### config.mk
export PLATFORM = sky130hd
export DESIGN_NAME = yari_mem_arbiter_flat
export DESIGN_NICKNAME = d
export VERILOG_FILES = /design/src/rtl/yari_mem_arbiter_if.sv /design/src/rtl/yari_mem_arbiter.sv /design/src/flat_wrapper.sv
export SDC_FILE = /design/constraint.sdc
export NUM_CORES = 1
export LEC_CHECK = 0
export CAP_MARGIN = 0
export CELL_PAD_IN_SITES_DETAIL_PLACEMENT = 1
export CELL_PAD_IN_SITES_GLOBAL_PLACEMENT = 1
export CORE_ASPECT_RATIO = 2
export CORE_MARGIN = 4
export CORE_UTILIZATION = 17
export DETAILED_ROUTE_END_ITERATION = 10
export PLACE_DENSITY = 0.85
export RECOVER_POWER = 25
export SYNTH_ARGS = -nofsm -noshare
export SYNTH_HDL_FRONTEND = slang
export SYNTH_SLANG_ARGS = --single-unit
### constraint.sdc
create_clock -name clock -period 2.9 [get_ports clock]
set_input_delay 0.29 -clock clock [delete_from_list [all_inputs] [get_ports clock]]
set_output_delay 0.29 -clock clock [all_outputs]
set_load 0.02 [all_outputs]
### src/rtl/yari_mem_arbiter_if.sv
// Bundle of the I-side, D-side and memory-side signals of the arbiter.
// slave is the arbiter's view; master is the view of the surrounding system.
interface yari_mem_arbiter_if #(
    parameter int AW = 32
);
    logic [AW-1:0] i_addr;
    logic          i_read;
    logic          i_wait;
    logic [31:0]   i_readdata;
    logic          i_readdatavalid;

    logic [AW-1:0] d_addr;
    logic          d_read;
    logic          d_write;
    logic [31:0]   d_writedata;
    logic [3:0]    d_byteena;
    logic          d_wait;
    logic [31:0]   d_readdata;
    logic          d_readdatavalid;

    logic [AW-1:0] m_addr;
    logic          m_read;
    logic          m_write;
    logic [31:0]   m_writedata;
    logic [3:0]    m_byteena;
    logic          m_wait;
    logic [31:0]   m_readdata;
    logic          m_readdatavalid;

    modport slave (
        input  i_addr, i_read,
        output i_wait, i_readdata, i_readdatavalid,
        input  d_addr, d_read, d_write, d_writedata, d_byteena,
        output d_wait, d_readdata, d_readdatavalid,
        output m_addr, m_read, m_write, m_writedata, m_byteena,
        input  m_wait, m_readdata, m_readdatavalid
    );

    modport master (
        output i_addr, i_read,
        input  i_wait, i_readdata, i_readdatavalid,
        output d_addr, d_read, d_write, d_writedata, d_byteena,
        input  d_wait, d_readdata, d_readdatavalid,
        input  m_addr, m_read, m_write, m_writedata, m_byteena,
        output m_wait, m_readdata, m_readdatavalid
    );
endinterface

### src/rtl/yari_mem_arbiter.sv
// Shares one memory port between instruction fetch and data access.
// Combinational request path, wait-state lock, in-order tag FIFO routing.
module yari_mem_arbiter #(
    parameter int MAX_OUTSTANDING = 4,
    parameter int AW = 32
) (
    input logic               clock,
    input logic               rst,
    yari_mem_arbiter_if.slave bus
);
    localparam int PW = $clog2(MAX_OUTSTANDING);

    typedef enum logic [1:0] {
        LK_NONE,
        LK_I,
        LK_D
    } lock_t;

    lock_t                      lock_q;
    lock_t                      lock_n;
    logic                       last_d;
    logic [MAX_OUTSTANDING-1:0] tags;
    logic [PW-1:0]              wptr;
    logic [PW-1:0]              rptr;
    logic [PW:0]                count;

    logic          i_req;
    logic          d_req;
    logic          grant_d;
    logic          g_req;
    logic          g_read;
    logic          g_write;
    logic          full;
    logic          empty;
    logic          stall;
    logic          accept;
    logic          push;
    logic          pop;
    logic          head;
    logic [AW-1:0] addr_sel;

    assign i_req = bus.i_read;
    assign d_req = bus.d_read | bus.d_write;
    assign full  = count == (PW+1)'(MAX_OUTSTANDING);
    assign empty = count == '0;
    assign head  = tags[rptr];

    // Grant: lock owner first, else lone requester, else round-robin
    always_comb begin
        grant_d = 1'b0;
        if (lock_q == LK_D) begin
            grant_d = 1'b1;
        end else if (lock_q == LK_I) begin
            grant_d = 1'b0;
        end else if (d_req & i_req) begin
            grant_d = ~last_d;
        end else begin
            grant_d = d_req;
        end
    end

    assign g_req   = grant_d ? d_req : i_req;
    assign g_write = grant_d & bus.d_write;
    assign g_read  = grant_d ? (bus.d_read & ~bus.d_write)
                             : bus.i_read;
    // A read into a full FIFO is only safe when a tag retires
    assign stall   = g_read & full & ~bus.m_readdatavalid;
    assign accept  = rst & g_req & ~bus.m_wait & ~stall;
    assign push    = accept & g_read;
    assign pop     = rst & bus.m_readdatavalid & ~empty;

    assign addr_sel        = grant_d ? bus.d_addr : bus.i_addr;
    assign bus.m_addr      = addr_sel;
    assign bus.m_read      = rst & g_read & ~stall;
    assign bus.m_write     = rst & g_write;
    assign bus.m_writedata = bus.d_writedata;
    assign bus.m_byteena   = grant_d ? bus.d_byteena : 4'hF;

    assign bus.i_wait = ~rst | grant_d | bus.m_wait | stall;
    assign bus.d_wait = ~rst | ~grant_d | bus.m_wait | stall;

    assign bus.i_readdata      = bus.m_readdata;
    assign bus.d_readdata      = bus.m_readdata;
    assign bus.i_readdatavalid = pop & ~head;
    assign bus.d_readdatavalid = pop & head;

    // Lock next state: hold the owner across wait states
    always_comb begin
        lock_n = lock_q;
        if (lock_q != LK_NONE) begin
            if (accept | ~g_req) begin
                lock_n = LK_NONE;
            end
        end else if (g_req & bus.m_wait) begin
            lock_n = grant_d ? LK_D : LK_I;
        end
    end

    // Lock state and round-robin history
    always_ff @(posedge clock or negedge rst) begin
        if (!rst) begin
            lock_q <= LK_NONE;
            last_d <= 1'b0;
        end else begin
            lock_q <= lock_n;
            if (accept) begin
                last_d <= grant_d;
            end
        end
    end

    // Tag FIFO: one bit per outstanding read, 1 = D side
    always_ff @(posedge clock or negedge rst) begin
        if (!rst) begin
            tags  <= '0;
            wptr  <= '0;
            rptr  <= '0;
            count <= '0;
        end else begin
            if (push) begin
                tags[wptr] <= grant_d;
                wptr       <= wptr + 1'b1;
            end
            if (pop) begin
                rptr <= rptr + 1'b1;
            end
            case ({push, pop})
                2'b10:   count <= count + 1'b1;
                2'b01:   count <= count - 1'b1;
                default: count <= count;
            endcase
        end
    end
endmodule

### src/flat_wrapper.sv
// flat-port wrapper written by rule: the top's interface ports become plain ports
module yari_mem_arbiter_flat 
#(
    parameter int MAX_OUTSTANDING = 4,
    parameter int AW = 32
)
  (clock, rst, bus_i_addr, bus_i_read, bus_i_wait, bus_i_readdata, bus_i_readdatavalid, bus_d_addr, bus_d_read, bus_d_write, bus_d_writedata, bus_d_byteena, bus_d_wait, bus_d_readdata, bus_d_readdatavalid, bus_m_addr, bus_m_read, bus_m_write, bus_m_writedata, bus_m_byteena, bus_m_wait, bus_m_readdata, bus_m_readdatavalid);
  yari_mem_arbiter_if #(.AW(AW)) bus_i ();
  input logic clock;
  input logic rst;
  input wire logic [$bits(bus_i.i_addr)-1:0] bus_i_addr;
  input wire logic [$bits(bus_i.i_read)-1:0] bus_i_read;
  output wire logic [$bits(bus_i.i_wait)-1:0] bus_i_wait;
  output wire logic [$bits(bus_i.i_readdata)-1:0] bus_i_readdata;
  output wire logic [$bits(bus_i.i_readdatavalid)-1:0] bus_i_readdatavalid;
  input wire logic [$bits(bus_i.d_addr)-1:0] bus_d_addr;
  input wire logic [$bits(bus_i.d_read)-1:0] bus_d_read;
  input wire logic [$bits(bus_i.d_write)-1:0] bus_d_write;
  input wire logic [$bits(bus_i.d_writedata)-1:0] bus_d_writedata;
  input wire logic [$bits(bus_i.d_byteena)-1:0] bus_d_byteena;
  output wire logic [$bits(bus_i.d_wait)-1:0] bus_d_wait;
  output wire logic [$bits(bus_i.d_readdata)-1:0] bus_d_readdata;
  output wire logic [$bits(bus_i.d_readdatavalid)-1:0] bus_d_readdatavalid;
  output wire logic [$bits(bus_i.m_addr)-1:0] bus_m_addr;
  output wire logic [$bits(bus_i.m_read)-1:0] bus_m_read;
  output wire logic [$bits(bus_i.m_write)-1:0] bus_m_write;
  output wire logic [$bits(bus_i.m_writedata)-1:0] bus_m_writedata;
  output wire logic [$bits(bus_i.m_byteena)-1:0] bus_m_byteena;
  input wire logic [$bits(bus_i.m_wait)-1:0] bus_m_wait;
  input wire logic [$bits(bus_i.m_readdata)-1:0] bus_m_readdata;
  input wire logic [$bits(bus_i.m_readdatavalid)-1:0] bus_m_readdatavalid;
  assign bus_i.i_addr = bus_i_addr;
  assign bus_i.i_read = bus_i_read;
  assign bus_i_wait = bus_i.i_wait;
  assign bus_i_readdata = bus_i.i_readdata;
  assign bus_i_readdatavalid = bus_i.i_readdatavalid;
  assign bus_i.d_addr = bus_d_addr;
  assign bus_i.d_read = bus_d_read;
  assign bus_i.d_write = bus_d_write;
  assign bus_i.d_writedata = bus_d_writedata;
  assign bus_i.d_byteena = bus_d_byteena;
  assign bus_d_wait = bus_i.d_wait;
  assign bus_d_readdata = bus_i.d_readdata;
  assign bus_d_readdatavalid = bus_i.d_readdatavalid;
  assign bus_m_addr = bus_i.m_addr;
  assign bus_m_read = bus_i.m_read;
  assign bus_m_write = bus_i.m_write;
  assign bus_m_writedata = bus_i.m_writedata;
  assign bus_m_byteena = bus_i.m_byteena;
  assign bus_i.m_wait = bus_m_wait;
  assign bus_i.m_readdata = bus_m_readdata;
  assign bus_i.m_readdatavalid = bus_m_readdatavalid;
  yari_mem_arbiter #(.MAX_OUTSTANDING(MAX_OUTSTANDING), .AW(AW)) u_core (.clock(clock), .rst(rst), .bus(bus_i));
endmodule
==> out/qor.txt, run 1 <==
Detailed Place HPWL - 9960 microns
Synth area leaders - buf_4 (33%), mux2_4 (20%), dfrtp_1 (16%)
latest clock arrival within the worst-skew pair - 0.26 ns
Remaining DRCs - 0
Initial Utilization - 0.174
Pleak - 1.26 nW
port bufs - 116
max-slew violation count - 0
initial antenna violation count - 0
CP peak stage delay - 0.48 ns
drt first-iter violations - 23
total gr overflow - 0
Nets - 396
H-tree levels - 1
largest net degree at the start of global routing - 20
cell family with most CP delay - buffers and inverters
Critical Path Fanout Max - 10
slowest CP cell - clkdlybuf4s50_1
library cells used by synthesis - 39
Post-Route Utilization - 0.232
R2R depth - 8
total track usage - 0.139
vias in the first global route - 1859
IO Pins - 277
Synthesis Warnings - 0
#FFs+latches synth - 14
outcome - finished, final reports clean
Cell Chain, Critical Path - clkdlybuf4s50_1 -> or2_1 -> a21boi_2 -> nor2_2 -> o21a_2 -> buf_4 -> buf_12 -> mux2_4 -> dlygate4sd2_1
DR pass1 iterations - 4
layout cells sized above 1 - 0.248
Std-Cell Core Area - 12600 sq um
Worst Path Arrival - 2.52 ns
Final Hold Vio Count - 0
clk slew on worst S/H paths - 0.05 ns
CTS tree - done
clock root buffer - clkbuf_16
std cell rows - 58
Die W - 88.5 microns
synthesized area per cell - 9.96 sq um
area of the die - 14900 sq um
fmax - 356 MHz
# setup viols final - 0
startpoint class of the critical path - input port
Layout Skew - 0.00637 ns
Fill cells - 1471
Critical Path Sink Type - primary output
Tmin final - 2.81 ns
GPL Wtd Cong - 0.743
CTS buffer count - 3
Stages on worst setup path - 9
antenna diode count - 0
Syn Nets - 366
WP buf/inv - 4
Area after DPL - 2830 sq um
Final ANT Viol Nets - 0
Layout Cells excl Fill - 400
Period Utilization, post-route - 0.968
CTS Sinks - 14
Post-Syn Area - 2200 sq um
worst hold slack - 0.355 ns
drt total wl - 11100 microns
area share of the largest cell type after synthesis - 0.327
DR WL/cell - 27.8 microns
sequential cell area - 350 sq um
Overall Power - 2.46 mW
Syn Inst Count - 221
Slew headroom - 0.435
post-synth top area cell - buf_4
dpl cells - 393
post-synthesis sequential area ratio - 0.159
RSZ-0062 raised after global routing - no
worst vdd ir - 0.000451 V
routed vias - 1624
post-cts hold buffer count - 0
crit path kind - input port to primary output
Data required, critical path - 2.61 ns
Power Density - 839 nW/um^2
first-pass GRT wire length - 14100 microns
design area - 2930 sq um
P&R area growth vs syn - 33.1%
die height - 169 microns
CTS max path bufs - 2
vias per inst - 4.06
footprint of the multi-input gates - 1030 sq um
Least-Margin Pin Slew - 0.837 ns
Worst Hold Class - input port to asynchronous set/reset pin
number of max-cap violations - 0
[registers in the layout (all words and copies together), names as in the netlist]
register / count
u_core.tags: 4
u_core.rptr: 2
u_core.wptr: 2
u_core.last_d: 1
u_core.lock_q: 2
u_core.count: 3
[final cells by class]
class                           instances  share of cell area
Clock buffer                            4              0.0303
Tap cell                              150              0.0640
Timing Repair Buffer                  127               0.426
Sequential cell                        14               0.120
Inverter                                6             0.00769
Multi-Input combinational cell         99               0.352
[cells in the mapped netlist (all sizes together)]
| library cell | count |
|---|---|
| ha | 5 |
| o21a | 1 |
| mux2 | 38 |
| mux4 | 1 |
| and2 | 1 |
| a21boi | 2 |
| mux2i | 1 |
| o311ai | 1 |
| nor2 | 7 |
| clkbuf | 2 |
| fa | 1 |
| xnor2 | 4 |
| nand3 | 2 |
| a21oi | 3 |
| nor4b | 1 |
| a211oi | 1 |
| and3 | 2 |
| and2b | 1 |
| nand4 | 4 |
| buf | 100 |
| or4b | 1 |
| inv | 6 |
| o211ai | 1 |
| o21ai | 3 |
| or2 | 1 |
| or2b | 1 |
| xor2 | 2 |
| dfrtp | 14 |
| nand4b | 1 |
| nand2b | 6 |
| nand2 | 6 |
| nor3 | 1 |
[through the flow]
step / TNS (ns) / worst slack, ns
finish: 0 / 0.0916
global placement: -2.49 / -0.126
global route: 0 / 0.000312
floorplan: 0 / 0.547
CTS: 0 / 0.00156
detailed placement: -3.53 / -0.161
[path summary, 6_finish.rpt]
check,endpoint,from,slack (ns)
worst min-delay path,u_core.last_d$_DFFE_PN0P_,rst,0.35
min in group clock,u_core.tags[0]$_DFFE_PN0P_,u_core.tags[0]$_DFFE_PN0P_,0.49
max in group asynchronous,u_core.rptr[1]$_DFFE_PN0P_,rst,2.07
worst max register to register,u_core.count[2]$_DFFE_PN0P_,u_core.count[1]$_DFFE_PN0P_,0.40
worst min register to register,u_core.tags[0]$_DFFE_PN0P_,u_core.tags[0]$_DFFE_PN0P_,0.49
worst max-delay path,bus_m_addr[30],bus_d_write,0.09
[timing repair]
| item | CTS | global route |
|---|---|---|
| buffers inserted | 1 | 1 |
| resized for setup | 31 | 2 |
| cloned | 0 | 1 |
| pin swaps | 1 | 1 |
| setup endpoints to repair | 30 | 20 |
[placed cells by master, fill, tap and decap left out, drive strengths merged, types with 2 or more instances in the layout]
cell type      instances
nand2                  6
nor2                   7
buf                   11
nand2b                 6
clkdlybuf4s15          2
xnor2                  4
nand4                  4
inv                    6
and3                   2
a21boi                 2
xor2                   2
dfrtp                 14
clkdlybuf4s50         84
mux2                  38
dlygate4sd2           28
clkbuf                 5
a21oi                  3
ha                     5
nand3                  2
o21ai                  3
[worst register-to-register path, stage by stage (launching register included)]
cell	delay, ns
dfrtp_1	0.41
or4b_2	0.78
nand3_2	0.17
ha_1	0.20
inv_1	0.06
fa_1	0.37
xor2_1	0.15
nor2_1	0.13
xor2_1	0.15
[routing by layer]
layer | wire length (microns) | track usage
met1 | 2960 | 0.114
met2 | 4360 | 0.192
met3 | 3080 | 0.160
met4 | 722 | 0.0875
met5 | 0 | 0
[cells by family (layout without fill, tap and decap cells)]
family / Yosys count / after routing / share of synthesized area
adders and majority gates: 6 / 6 / 0.0375
AOI/OAI and AO/OA: 12 / 12 / 0.0483
buffers and inverters: 108 / 137 / 0.374
xor gates and xnor gates: 6 / 6 / 0.0239
and+or+nand+nor: 35 / 35 / 0.0972
DFF: 14 / 14 / 0.159
muxes: 40 / 40 / 0.260
[power by group]
group / internal, mW / switching (mW) / total [mW]
logic: 0.918 / 0.832 / 1.75
clock network: 0.210 / 0.0942 / 0.304
registers: 0.293 / 0.110 / 0.403
total: 1.42 / 1.04 / 2.46
Power figures use the tool's default switching activity.
==> run 2, diff against run 1 <==
==> constraint.sdc (replaced) <==
create_clock -name clock -period 3.1 [get_ports clock]
set_input_delay 0.31 -clock clock [delete_from_list [all_inputs] [get_ports clock]]
set_output_delay 0.31 -clock clock [all_outputs]
set_load 0.02 [all_outputs]
==> run 2 against run 1 <==
Net effect: sequential cell count is the same; setup slack lost 0.013 ns; design area shrank 0.77%; count of clock-buffer cells in the layout is the same; routed wire length grew 5.8%; worst hold slack gained 0.023 ns; critical path depth shrank 1; core utilization shrank 0.18 points; register-to-register slack gained 0.20 ns; die area is the same; first-iteration DRC count grew 8.7%; sequential power shrank 7.4%; critical path type unchanged; critical endpoint is now bus_m_addr[17]; largest power group unchanged; highest routed layer unchanged.
==> out/qor.txt, run 2 (synthesis results as in run 1) <==
Least-Margin Pin Slew - 0.749 ns (-0.0886 ns)
area of the die - 14900 sq um (unchanged)
IO Pins - 277 (unchanged)
Die W - 88.5 microns (unchanged)
Power Density - 791 nW/um^2 (-5.7%)
Worst Hold Class - input port to asynchronous set/reset pin
DR WL/cell - 29.8 microns (+7.4%)
Layout Skew - 0.00887 ns (+0.00250 ns)
slowest CP cell - clkdlybuf4s50_1
GPL Wtd Cong - 0.837 (+13%)
Final WS setup - 0.0786 ns (-0.0130 ns)
setup TNS - 0 ns (unchanged)
total track usage - 0.149 (+0.0102)
clock root buffer - clkbuf_16
crit path capture - bus_m_addr[17]
outcome - finished, final reports clean
number of max-cap violations - 0 (unchanged)
Nets - 390 (-1.5%)
CTS tree - done
fmax - 331 MHz
R2R depth - 8 (unchanged)
reg2reg end - u_core.count[2]$_DFFE_PN0P_
die height - 169 microns (unchanged)
Largest register FFs - 4 (unchanged)
std cell rows - 58 (unchanged)
largest registers - u_core.tags (4), u_core.count (3)
drt total wl - 11800 microns (+5.8%)
Final ANT Viol Nets - 0 (unchanged)
clk slew on worst S/H paths - 0.05 ns (about the same)
Final Hold Vio Count - 0 (unchanged)
P&R area growth vs syn - 32.1%
CTS buffer count - 3 (unchanged)
port bufs - 116 (unchanged)
Pleak - 1.20 nW (-4.6%)
CTS Sinks - 14 (unchanged)
Fill cells - 1465 (-0.41%)
# setup viols final - 0 (unchanged)
largest net degree at the start of global routing - 18 (-10%)
cell mode on critical path - clkdlybuf4s50_1
RSZ-0062 raised after global routing - no
Stages on worst setup path - 8 (-1)
Slew headroom - 0.495 (+0.0598)
Data required, critical path - 2.79 ns (+0.18 ns)
Critical Path Sink Type - primary output
post-place setup slack - 0.113 ns (+0.275 ns)
Initial Utilization - 0.174 (unchanged)
DR pass1 iterations - 4 (unchanged)
max-slew violation count - 0 (unchanged)
startpoint class of the critical path - input port
post-CTS setup buffer count - 0 (-1)
Period Utilization, post-route - 0.975
Worst R2R Start - u_core.count[1]$_DFFE_PN0P_
Detailed Place HPWL - 10500 microns (+5.4%)
r2r setup slk - 0.60 ns (+0.20 ns)
H-tree levels - 1 (unchanged)
Critical Path Fanout Max - 17 (+7)
worst vdd ir - 0.000629 V (+39%)
CP peak stage delay - 0.55 ns (+0.07 ns)
WP buf/inv - 3 (-1)
CP startpoint - bus_d_read
Overall Power - 2.30 mW (-6.4%)
vias in the first global route - 1892 (+1.8%)
routed vias - 1618 (-0.37%)
drt first-iter violations - 25 (+8.7%)
antenna diode count - 0 (unchanged)
vias per inst - 4.11 (+1.1%)
Post-Route Utilization - 0.230 (-0.00178)
initial antenna violation count - 0 (unchanged)
first-pass GRT wire length - 14800 microns (+5.2%)
Remaining DRCs - 0 (unchanged)
Top reg by flops - u_core.tags
Std-Cell Core Area - 12600 sq um (unchanged)
CTS max path bufs - 2 (unchanged)
layout cells sized above 1 - 0.221 (-0.0267)
crit path kind - input port to primary output
Tmin final - 3.02 ns
total gr overflow - 0 (unchanged)
latest clock arrival within the worst-skew pair - 0.26 ns (about the same)
cell family with most CP delay - buffers and inverters
Cell Chain, Critical Path - clkdlybuf4s50_1 -> or2_1 -> a21boi_2 -> nor2_1 -> o21a_2 -> buf_12 -> mux2_2 -> clkdlybuf4s50_1
commonest non-fill, non-tap cell in the layout - clkdlybuf4s50_1
commonest cells after routing, fill and taps aside - clkdlybuf4s50_1 (113), mux2_4 (30), dfrtp_1 (14)
Worst Path Arrival - 2.71 ns (+0.19 ns)
-- run 2: cell types whose count changed in the layout (fill, tap and decap cells not counted), moves of 2 or more --
cell | before | now
buf_4 | 9 | 3
dlygate4sd2_1 | 28 | 0
clkdlybuf4s50_1 | 84 | 113
dlymetal6s2s_1 | 0 | 2
clkdlybuf4s15_1 | 2 | 0
-- run 2: cell type report --
| class | instances | area, sq um | share of cell area |
|---|---|---|---|
| Tap cell | 150 | 188 | 0.0645 |
| Timing Repair Buffer | 121 | 1230 | 0.423 |
| Sequential cell | 14 | 350 | 0.120 |
| Multi-Input combinational cell | 99 | 1030 | 0.354 |
| Inverter | 6 | 22.5 | 0.00775 |
| Clock buffer | 4 | 88.8 | 0.0306 |
-- run 2: report_power, final --
part           internal (mW)  switching (mW)  total (mW)
clock                  0.196          0.0864       0.283
combinational          0.885           0.760        1.64
sequential             0.274          0.0988       0.373
-- run 2: how the worst min path moves through the flow --
stage	start	endpoint	depth (start not counted)
finish	rst	u_core.last_d$_DFFE_PN0P_	1
global route	rst	u_core.last_d$_DFFE_PN0P_	1
CTS	rst	u_core.last_d$_DFFE_PN0P_	1
detailed placement	u_core.tags[2]$_DFFE_PN0P_	u_core.tags[2]$_DFFE_PN0P_	1
global placement	u_core.tags[0]$_DFFE_PN0P_	u_core.tags[0]$_DFFE_PN0P_	1
floorplan	rst	u_core.count[0]$_DFFE_PN0P_	0
-- run 2: through the flow --
| stage | cells | hold slack, ns | cell area, sq um |
|---|---|---|---|
| after global placement | 390 | 0.471 | 2810 |
| after detailed placement | 390 | 0.484 | 2810 |
| after floorplan | 221 | 0.0144 | 2200 |
| after CTS | 394 | 0.313 | 2900 |
| after global routing | 394 | 0.395 | 2910 |
| final | 394 | 0.378 | 2910 |
-- run 2: what timing repair did --
| item | in CTS | in global routing |
|---|---|---|
| hold buffers | 0 | 0 |
| setup endpoints to repair | 0 | 2 |
| gates resized for setup | 0 | 2 |
-- run 2: metal layers --
layer | global-route usage | share of wire | wire length, microns | vias up
met2 | 0.207 | 0.39 | 4590 | 156
met5 | 0 | 0 | 0 | -
met1 | 0.135 | 0.28 | 3330 | 730
met3 | 0.156 | 0.26 | 3100 | 52
met4 | 0.0836 | 0.063 | 736 | 0
li1 | - | - | - | 680
